<file path="src/rtl/mem_port_arbiter.sv">
// Arbitrates one memory port between instruction fetch and load/store requesters.
// One transaction in flight; data wins ties unless fetch has waited MAX_WAIT cycles.
module mem_port_arbiter #(
    parameter int unsigned size     = 32,
    parameter int unsigned MAX_WAIT = 4
) (
    input  logic            clk,
    input  logic            reset,
    input  logic            if_req,
    input  logic [size-1:0] if_addr,
    output logic            if_gnt,
    output logic            if_rvalid,
    output logic [size-1:0] if_rdata,
    input  logic            d_req,
    input  logic            d_we,
    input  logic [size-1:0] d_addr,
    input  logic [size-1:0] d_wdata,
    input  logic [2:0]      d_type,
    output logic            d_gnt,
    output logic            d_rvalid,
    output logic [size-1:0] d_rdata,
    output logic            mem_req,
    output logic            mem_we,
    output logic [size-1:0] mem_addr,
    output logic [size-1:0] mem_wdata,
    output logic [2:0]      mem_type,
    input  logic            mem_ready,
    input  logic [size-1:0] mem_rdata
);

    localparam int unsigned   CntW      = $clog2(MAX_WAIT + 1) > 0 ? $clog2(MAX_WAIT + 1) : 1;
    localparam logic [CntW-1:0] WaitMax = CntW'(MAX_WAIT);
    // Fetches are always full-word reads.
    localparam logic [2:0]    FetchType = 3'b010;

    typedef enum logic [1:0] {StIdle, StBusyD, StBusyI, StDone} state_e;

    state_e            state_q, state_d;
    logic              fetch_own_q, fetch_own_d;
    logic [CntW-1:0]   wait_cnt_q, wait_cnt_d;
    logic              mem_req_q, mem_req_d;
    logic              mem_we_q, mem_we_d;
    logic [size-1:0]   mem_addr_q, mem_addr_d;
    logic [size-1:0]   mem_wdata_q, mem_wdata_d;
    logic [2:0]        mem_type_q, mem_type_d;
    logic              if_gnt_q, if_gnt_d;
    logic              d_gnt_q, d_gnt_d;
    logic              if_rvalid_q, if_rvalid_d;
    logic              d_rvalid_q, d_rvalid_d;
    logic [size-1:0]   if_rdata_q, if_rdata_d;
    logic [size-1:0]   d_rdata_q, d_rdata_d;

    logic fetch_prio;
    logic launch_i;
    logic launch_d;
    logic fetch_busy;

    assign fetch_prio = (wait_cnt_q >= WaitMax);
    assign fetch_busy = (state_q == StBusyI) || ((state_q == StDone) && fetch_own_q);

    always_comb begin
        launch_i = 1'b0;
        launch_d = 1'b0;
        if (state_q == StIdle) begin
            if (fetch_prio && if_req) begin
                launch_i = 1'b1;
            end else if (d_req) begin
                launch_d = 1'b1;
            end else if (if_req) begin
                launch_i = 1'b1;
            end
        end
    end

    always_comb begin
        wait_cnt_d = wait_cnt_q;
        if (!if_req || launch_i) begin
            wait_cnt_d = '0;
        end else if (!fetch_busy && (wait_cnt_q < WaitMax)) begin
            wait_cnt_d = wait_cnt_q + 1'b1;
        end
    end

    always_comb begin
        state_d     = state_q;
        fetch_own_d = fetch_own_q;
        mem_req_d   = mem_req_q;
        mem_we_d    = mem_we_q;
        mem_addr_d  = mem_addr_q;
        mem_wdata_d = mem_wdata_q;
        mem_type_d  = mem_type_q;
        if_gnt_d    = 1'b0;
        d_gnt_d     = 1'b0;
        if_rvalid_d = 1'b0;
        d_rvalid_d  = 1'b0;
        if_rdata_d  = if_rdata_q;
        d_rdata_d   = d_rdata_q;

        unique case (state_q)
            StIdle: begin
                if (launch_i) begin
                    state_d     = StBusyI;
                    fetch_own_d = 1'b1;
                    mem_req_d   = 1'b1;
                    mem_we_d    = 1'b0;
                    mem_addr_d  = if_addr;
                    mem_wdata_d = '0;
                    mem_type_d  = FetchType;
                    if_gnt_d    = 1'b1;
                end else if (launch_d) begin
                    state_d     = StBusyD;
                    fetch_own_d = 1'b0;
                    mem_req_d   = 1'b1;
                    mem_we_d    = d_we;
                    mem_addr_d  = d_addr;
                    mem_wdata_d = d_wdata;
                    mem_type_d  = d_type;
                    d_gnt_d     = 1'b1;
                end
            end
            StBusyD, StBusyI: begin
                if (mem_ready) begin
                    state_d   = StDone;
                    mem_req_d = 1'b0;
                    if (fetch_own_q) begin
                        if_rdata_d  = mem_rdata;
                        if_rvalid_d = 1'b1;
                    end else begin
                        d_rdata_d  = mem_we_q ? '0 : mem_rdata;
                        d_rvalid_d = 1'b1;
                    end
                end
            end
            StDone: begin
                state_d = StIdle;
            end
            default: begin
                state_d = StIdle;
            end
        endcase
    end

    always_ff @(posedge clk) begin
        if (reset) begin
            state_q     <= StIdle;
            fetch_own_q <= 1'b0;
            wait_cnt_q  <= '0;
            mem_req_q   <= 1'b0;
            mem_we_q    <= 1'b0;
            mem_addr_q  <= '0;
            mem_wdata_q <= '0;
            mem_type_q  <= '0;
            if_gnt_q    <= 1'b0;
            d_gnt_q     <= 1'b0;
            if_rvalid_q <= 1'b0;
            d_rvalid_q  <= 1'b0;
            if_rdata_q  <= '0;
            d_rdata_q   <= '0;
        end else begin
            state_q     <= state_d;
            fetch_own_q <= fetch_own_d;
            wait_cnt_q  <= wait_cnt_d;
            mem_req_q   <= mem_req_d;
            mem_we_q    <= mem_we_d;
            mem_addr_q  <= mem_addr_d;
            mem_wdata_q <= mem_wdata_d;
            mem_type_q  <= mem_type_d;
            if_gnt_q    <= if_gnt_d;
            d_gnt_q     <= d_gnt_d;
            if_rvalid_q <= if_rvalid_d;
            d_rvalid_q  <= d_rvalid_d;
            if_rdata_q  <= if_rdata_d;
            d_rdata_q   <= d_rdata_d;
        end
    end

    assign mem_req   = mem_req_q;
    assign mem_we    = mem_we_q;
    assign mem_addr  = mem_addr_q;
    assign mem_wdata = mem_wdata_q;
    assign mem_type  = mem_type_q;
    assign if_gnt    = if_gnt_q;
    assign d_gnt     = d_gnt_q;
    assign if_rvalid = if_rvalid_q;
    assign d_rvalid  = d_rvalid_q;
    assign if_rdata  = if_rdata_q;
    assign d_rdata   = d_rdata_q;

endmodule

</file>
<file path="config.mk">
export PLATFORM = sky130hd
export DESIGN_NAME = mem_port_arbiter
export DESIGN_NICKNAME = d
export VERILOG_FILES = /design/src/rtl/mem_port_arbiter.sv
export SDC_FILE = /design/constraint.sdc
export NUM_CORES = 1
export LEC_CHECK = 0
export BUFFER_PORTS_ARGS = -buffer_cell sky130_fd_sc_hd__buf_2
export CAP_MARGIN = 20
export CELL_PAD_IN_SITES_DETAIL_PLACEMENT = 1
export CELL_PAD_IN_SITES_GLOBAL_PLACEMENT = 2
export CORE_UTILIZATION = 27
export DETAILED_ROUTE_END_ITERATION = 10
export GPL_ROUTABILITY_DRIVEN = 0
export PLACE_DENSITY_LB_ADDON = 0.1
export SKIP_CTS_REPAIR_TIMING = 1
export SLEW_MARGIN = 20
export SYNTH_ARGS = -nofsm -noshare
export SYNTH_HDL_FRONTEND = slang
export SYNTH_SLANG_ARGS = --single-unit
</file>
<file path="constraint.sdc">
create_clock -name clk -period 4 [get_ports clk]
set_input_delay 1.2 -clock clk [delete_from_list [all_inputs] [get_ports clk]]
set_output_delay 1.2 -clock clk [all_outputs]
set_load 0.02 [all_outputs]
</file>
# Yosys cells after proc, flatten, opt, wreduce, memory -nomap -nowiden
# Index checks and enable logic that the tools add are counted.
# Widths: inputs -> output; s select.
# word_totals
register_bits	143
# classes
add_sub_neg	1
order_cmp	2
n_eq_ne	5
mux	30
bitwise_logic	4
reduce_logical	20
# op_table
operator	count
$mux 32	5
$mux 1	18
$reduce_and 3->1	3
$mux 2	3
$mux 3	2
$pmux 2 s3	1
$reduce_or 2->1	3
$reduce_or 3->1	2
$eq 2x2->1 const B	2
$not 1->1	4
$reduce_and 2->1	2
$reduce_bool 2->1	2
$add 3x1->3 const B	1
$ge 3x3->1 const B	1
$logic_and 1x1->1	3
$lt 3x3->1 const B	1
$ne 3x3->1 const B	1
$eq 2x1->1 const B	1
$logic_not 1->1	2
$logic_not 2->1	1
$logic_or 1x1->1	2
$ne 2x2->1 const B	1
$pmux 1 s2	1

# Logic depth before layout (Yosys ltp)
# Gate-level depths: netlist (run 1).
# logic_depth
ltp_word	7
mapped_depth	7
mapped_depth_nobuf	5

# Worst setup path after synthesis (run 1)
# OpenSTA, ideal clock, no wires.
# synth_path
path_type	input port to flip-flop
start	in reset
end	reg d_rdata_q[10] (netlist: d_rdata[10])
setup_time_ps	117
arrival_time_ps	2016
required_ps	3883
slack_ps	1867
stages	5
path_cell_list	buf_2 -> inv_1 -> o21a_2 -> buf_6 -> a22o_1
# synth_lines
element	line	source
start, declared	8	input logic reset,
end signal, assigned	173	d_rdata_q <= d_rdata_d;
end, declared	51	logic [size-1:0] d_rdata_q, d_rdata_d;

# Final worst setup path (run 1)
# layout_path
start	in if_req
end	reg mem_addr_q[6] (netlist: mem_addr[6])
# layout_between
elab_chain_len	6
word_cells_on_any_way	10
cone_classes	mux: 7; reduce/logical: 3
# layout_rtl
element	line	source
start, declared	9	input logic if_req,
$mux 1	69	end else if (if_req) begin
$mux 1	67	end else if (d_req) begin
$mux 1	65	if (fetch_prio && if_req) begin
$mux 1	64	if (state_q == StIdle) begin
$reduce_bool 2->1 (no source line)	-	
$reduce_and 2->1 (no source line)	-	
end signal, assigned	165	mem_addr_q <= mem_addr_d;
end, declared	43	logic [size-1:0] mem_addr_q, mem_addr_d;
# Parallel ways exist; a longest one is shown, timed or not.
# A chain may end at the register's enable or synchronous reset.

==> results of run 1 <==
how the worst min path moves through the flow:
stage,endpoint,slack [ns]
final,if_rdata[5]$_SDFFE_PP0P_,0.45
after global routing,if_rdata[4]$_SDFFE_PP0P_,0.47
after CTS,if_rdata[4]$_SDFFE_PP0P_,0.46
after detailed placement,if_rdata[4]$_SDFFE_PP0P_,0.45
after global placement,if_rdata[23]$_SDFFE_PP0P_,0.44
after floorplan,state_q[0]$_SDFFE_PP0P_,0.47
metal layers:
| metal | GRT usage [%] | wire [um] | vias up |
|---|---|---|---|
| li1 | - | - | 2686 |
| met1 | 21.92 | 8576 | 2693 |
| met3 | 5.737 | 1092 | 15 |
| met4 | 5.947 | 183 | 0 |
| met2 | 33.03 | 9772 | 172 |
| met5 | 0 | 0 | - |
cells in the mapped netlist (all sizes together), types with 2 or more instances:
cell     number  area (sq um)
o21ai        68         344.1
nor3b         4         30.03
dfxtp       143          2863
a22o         32         280.3
nand2        68         260.3
buf          34         219.0
nand2b        3         18.77
a2111oi      32         280.3
inv          37         138.9
a32oi         5         43.79
clkbuf       23         87.58
ha            5         62.56
nand3        31         155.2
nor2          9         36.29
a211oi       33         252.7
a21oi        66         330.3
o21a          2         16.27
a32o          2         20.02
and3          2         12.51
cell type report:
cell class / count / share of cell area [%]
antenna: 1 / 0.03258
clock buffer: 18 / 5.718
clock inverter: 13 / 2.623
inverter: 37 / 1.808
multi-input combinational: 372 / 29.29
sequential: 143 / 37.27
tap: 270 / 4.398
timing repair buffer: 284 / 18.86
registers in the layout (all words and copies together) (netlist names):
signal,flops
fetch_own_q,1
mem_type,3
mem_we,1
mem_wdata,32
d_rvalid,1
wait_cnt_q,3
if_rvalid,1
mem_addr,32
state_q,2
if_rdata,32
if_gnt,1
d_rdata,32
d_gnt,1
mem_req,1
logic make-up after synthesis:
logic type | share of synthesized area [%]
AOI/OAI and AO/OA | 28.93
DFF | 51.51
and+or+nand+nor | 10.09
buffers and inverters | 8.014
adders and majority gates | 1.126
xor gates and xnor gates | 0.1576
muxes | 0.1801
report_power, final:
group          total (mW)  internal [mW]  switching, mW
Combinational        1.52          0.486           1.03
Clock                1.74           1.08          0.667
Sequential           1.82           1.69          0.132
Total                5.08           3.25           1.83
worst max-delay path, cell delays in order:
cell and delay (ns):
buf_2 0.59, o21a_1 0.50, buf_4 0.33, o21ai_0 0.14, a211oi_1 0.22
stage by stage:
stage	instance area [sq um]	utilization, %
after floorplan	5558	-
after global placement	7038	34.78
after detailed placement	7038	34.78
after CTS	7679	37.95
after global routing	7681	37.96
final	7681	37.96
==> results.toml, run 1 <==
[run_status]
status = "completed"

[floorplanning]
die_h_um = 145.5
die-area_sq_um = 21160
start_util_pct = 27.47
io_pins = 274
rows = 52
core_sq_um = 20230
fp.dieW_um = 145.5

[timing]
worst_slew_pin_slew_ns = 1.007
setup_viol = 0
fmax_ghz = 0.3720
hold_violations = 0
slew_headroom_pct = 32.78
period_minus_slack_ns = 2.688
fin_hold_ws_ns = 0.4546
post-route-period-util_pct = 67.20
setup_ws_ns = 1.312
finClkSkew_ns = 0.01578
rsz0062_at_grt = "no"
fin_setup_tns_ns = 0
slew_violations = 0

[hold_path]
holdPathStages = 2
hp-class = "reg -> reg"
hold_start = "if_rdata[5]$_SDFFE_PP0P_"

[worst_setup_path]
rr_endpoint = "mem_addr[8]$_SDFFE_PP0P_"
cp_max_fo = 42
end_kind = "flop"
arrival_ns = 3.01
start_kind = "input pin"
critical_path.endpoint = "mem_addr[6]$_SDFFE_PP0P_"
path_class = "in -> reg"
reg2reg_depth = 6
critPathLaunch = "if_req"
reg2reg_slack_ns = 1.54
r2r_start = "state_q[0]$_SDFFE_PP0P_"
cp.required_ns = 4.32

[logic_synthesis]
synthFlopType = "dfxtp_1"
syn_nets = 751
ys_ff_latch = 143
ys_seq_area_share_pct = 51.51
synth.avg_cell_area_sq_um = 9.126
synth_edf_count = 0
syn_inst = 609
yosysUniqueCellTypes = 39
synthArstFlopShare_pct = 0
syn_area_sq_um = 5558
yosys_warnings = 0

[pwr]
p_leak_nw = 3.511
power.total_mw = 5.080
power_density_nw_per_um2 = 661.3
ir_drop_mv = 0.2778

[clock_tree]
clock_path_buffers = 2
numCtsBuffers = 17
h-tree-depth = 4
cts.sinks = 143
cts_tree = "done"
cts-root-buf = "clkbuf_16"
clk_pin_slew_ns = 0.06
clk_latency_ns = 0.42

[route]
vias = 5566
drc = 0
totalWireLength_mm = 19.63
antenna_left = 0
vias_per_cell = 4.891
drt_iter0_markers = 203
first_pass_iters = 4
wl_per_cell_um = 17.25

[placement]
dp_hpwl_mm = 13.41
port_buffers = 273
dp.cells = 1106
pre_cts_ws_ns = 0.8798

[layout]
layout_common_cells = "buf_2, dfxtp_1, o21ai_0, a21oi_1, nand2_1"
fillers = 2430
instances_no_fill = 1138
syn_to_final_growth_pct = 38.20
final_common_cell = "buf_2"
multi_input_area_sq_um = 2250
regArea_sq_um = 2863
num-nets-final = 997
drive_gt1_share_pct = 37.83

[global_route]
grt_overflow_total = 0
grt_first_pass_wirelength_mm = 31.51
antenna_found_initial = 1
grt_usage_pct = 18.85
grt_pass1_vias = 5859
grt_max_degree = 64

[run]
maxCapViolations = 0
(Power assumes the default switching activity.)
==> inputs of run 2 (changes only) <==
CORE_UTILIZATION = 25   (was 27)
clock period = 2.78 ns   (was 4 ns; I/O delays follow)
==> run 2 against run 1 <==
Sequential power grew 44%; largest power group unchanged; highest routed layer unchanged; critical path type is now reg -> reg; final cell count rose by 1.3%; core utilization decreased by 2.6 points; combinational power grew 48%; non-clock buffer count rose by 4; worst setup slack got worse by 0.54 ns.
==> results.toml, run 2 (same netlist as run 1, synthesis figures left out) <==
[floorplanning]
fp.dieW_um = 151.1
start_util_pct = 25.47
die_h_um = 151.1
io_pins = 274
core_sq_um = 21820
die-area_sq_um = 22830
rows = 54

[worst_setup_path]
path_class = "reg -> reg"
start_kind = "flop"
cp.required_ns = 3.10
end_kind = "flop"
reg2reg_slack_ns = 0.77
cp_max_fo = 42
arrival_ns = 2.33

[placement]
place_area_sq_um = 7081
dp_hpwl_mm = 13.88
pre_cts_ws_ns = 0.6391
port_buffers = 273

[route]
first_pass_iters = 4
wl_per_cell_um = 17.66
drt_iter0_markers = 193
vias_per_cell = 4.848
vias = 5590
totalWireLength_mm = 20.36
antenna_left = 0
drc = 0

[run]
maxCapViolations = 0

[clock_tree]
cts-root-buf = "clkbuf_16"
clk_latency_ns = 0.43
cts.sinks = 143
numCtsBuffers = 17
cts_tree = "done"
clk_pin_slew_ns = 0.06
clock_path_buffers = 2
h-tree-depth = 4

[global_route]
antenna_found_initial = 1
grt_pass1_vias = 5971
grt_overflow_total = 0
grt_usage_pct = 17.89
grt_first_pass_wirelength_mm = 31.18
grt_max_degree = 45

[pwr]
ir_drop_mv = 0.3424
power_density_nw_per_um2 = 948.3
p_leak_nw = 3.523

[run_status]
status = "completed"

[layout]
drive_gt1_share_pct = 38.00
layout_common_cells = "buf_2, dfxtp_1, o21ai_0, a21oi_1, nand2_1"
syn_to_final_growth_pct = 38.77
final_common_cell = "buf_2"
final_util_pct = 35.34
num-nets-final = 1001
final_design_area_no_fill_sq_um = 7712

[timing]
slew_violations = 0
post-route-period-util_pct = 72.28
slew_headroom_pct = 46.12
fmax_ghz = 0.4977
period_minus_slack_ns = 2.009
rsz0062_at_grt = "no"
hold_violations = 0
setup_viol = 0
worst_slew_pin_slew_ns = 0.7997
fin_setup_tns_ns = 0
setup_ws_ns = 0.7706
finClkSkew_ns = 0.01336

[hold_path]
hp-class = "reg -> reg"
run 2: changes by cell type in the layout (fill, tap and decap cells not counted), sizes merged:
cell,previous run,this run
inv,43,39
buf,284,288
clkinv,1,4
diode,1,2
clkbuf,18,19
run 2: routing by layer:
| layer | global-route usage [%] | share of wire [%] |
|---|---|---|
| met5 | 0 | 0 |
| met4 | 6.750 | 1.5 |
| met3 | 4.940 | 6.1 |
| met2 | 31.65 | 49 |
| met1 | 20.35 | 43 |
run 2: power by group:
group	internal [mW]	switching [mW]
logic	0.725	1.52
registers	2.43	0.191
clock network	1.53	0.922
total	4.68	2.63
run 2: critical path, stage by stage, from the launching register on:
cell and delay (ns):
dfxtp_1 0.32, inv_1 0.11, ha_1 0.19, buf_4 0.42, o21a_1 0.19, buf_4 0.34
o21ai_0 0.14, a211oi_1 0.20
run 2: final timing paths:
kind                                                from                         to  cells after the start
worst min register to register  if_rdata[9]$_SDFFE_PP0P_   if_rdata[9]$_SDFFE_PP0P_                      2
worst max register to register   state_q[0]$_SDFFE_PP0P_  mem_addr[14]$_SDFFE_PP0P_                      7
worst min-delay path            if_rdata[9]$_SDFFE_PP0P_   if_rdata[9]$_SDFFE_PP0P_                      2
worst max-delay path             state_q[0]$_SDFFE_PP0P_  mem_addr[14]$_SDFFE_PP0P_                      7
run 2: layout make-up:
class | count | area, sq um
Clock buffer | 19 | 442.9
Fill cell | 2627 | 14110
Timing Repair Buffer | 288 | 1479
Antenna cell | 2 | 5.005
Sequential cell | 143 | 2863
Clock inverter | 12 | 183.9
Multi-Input combinational cell | 372 | 2250
Tap cell | 280 | 350.3
Inverter | 37 | 138.9
run 2: through the flow:
step / hold slack, ns / std cells / power (mW)
floorplan: 0.4668 / 609 / 4.099
global placement: 0.4398 / 1120 / 4.867
detailed placement: 0.4449 / 1120 / 4.940
CTS: 0.4538 / 1151 / 7.437
global route: 0.4747 / 1152 / 7.729
finish: 0.4499 / 1153 / 7.314
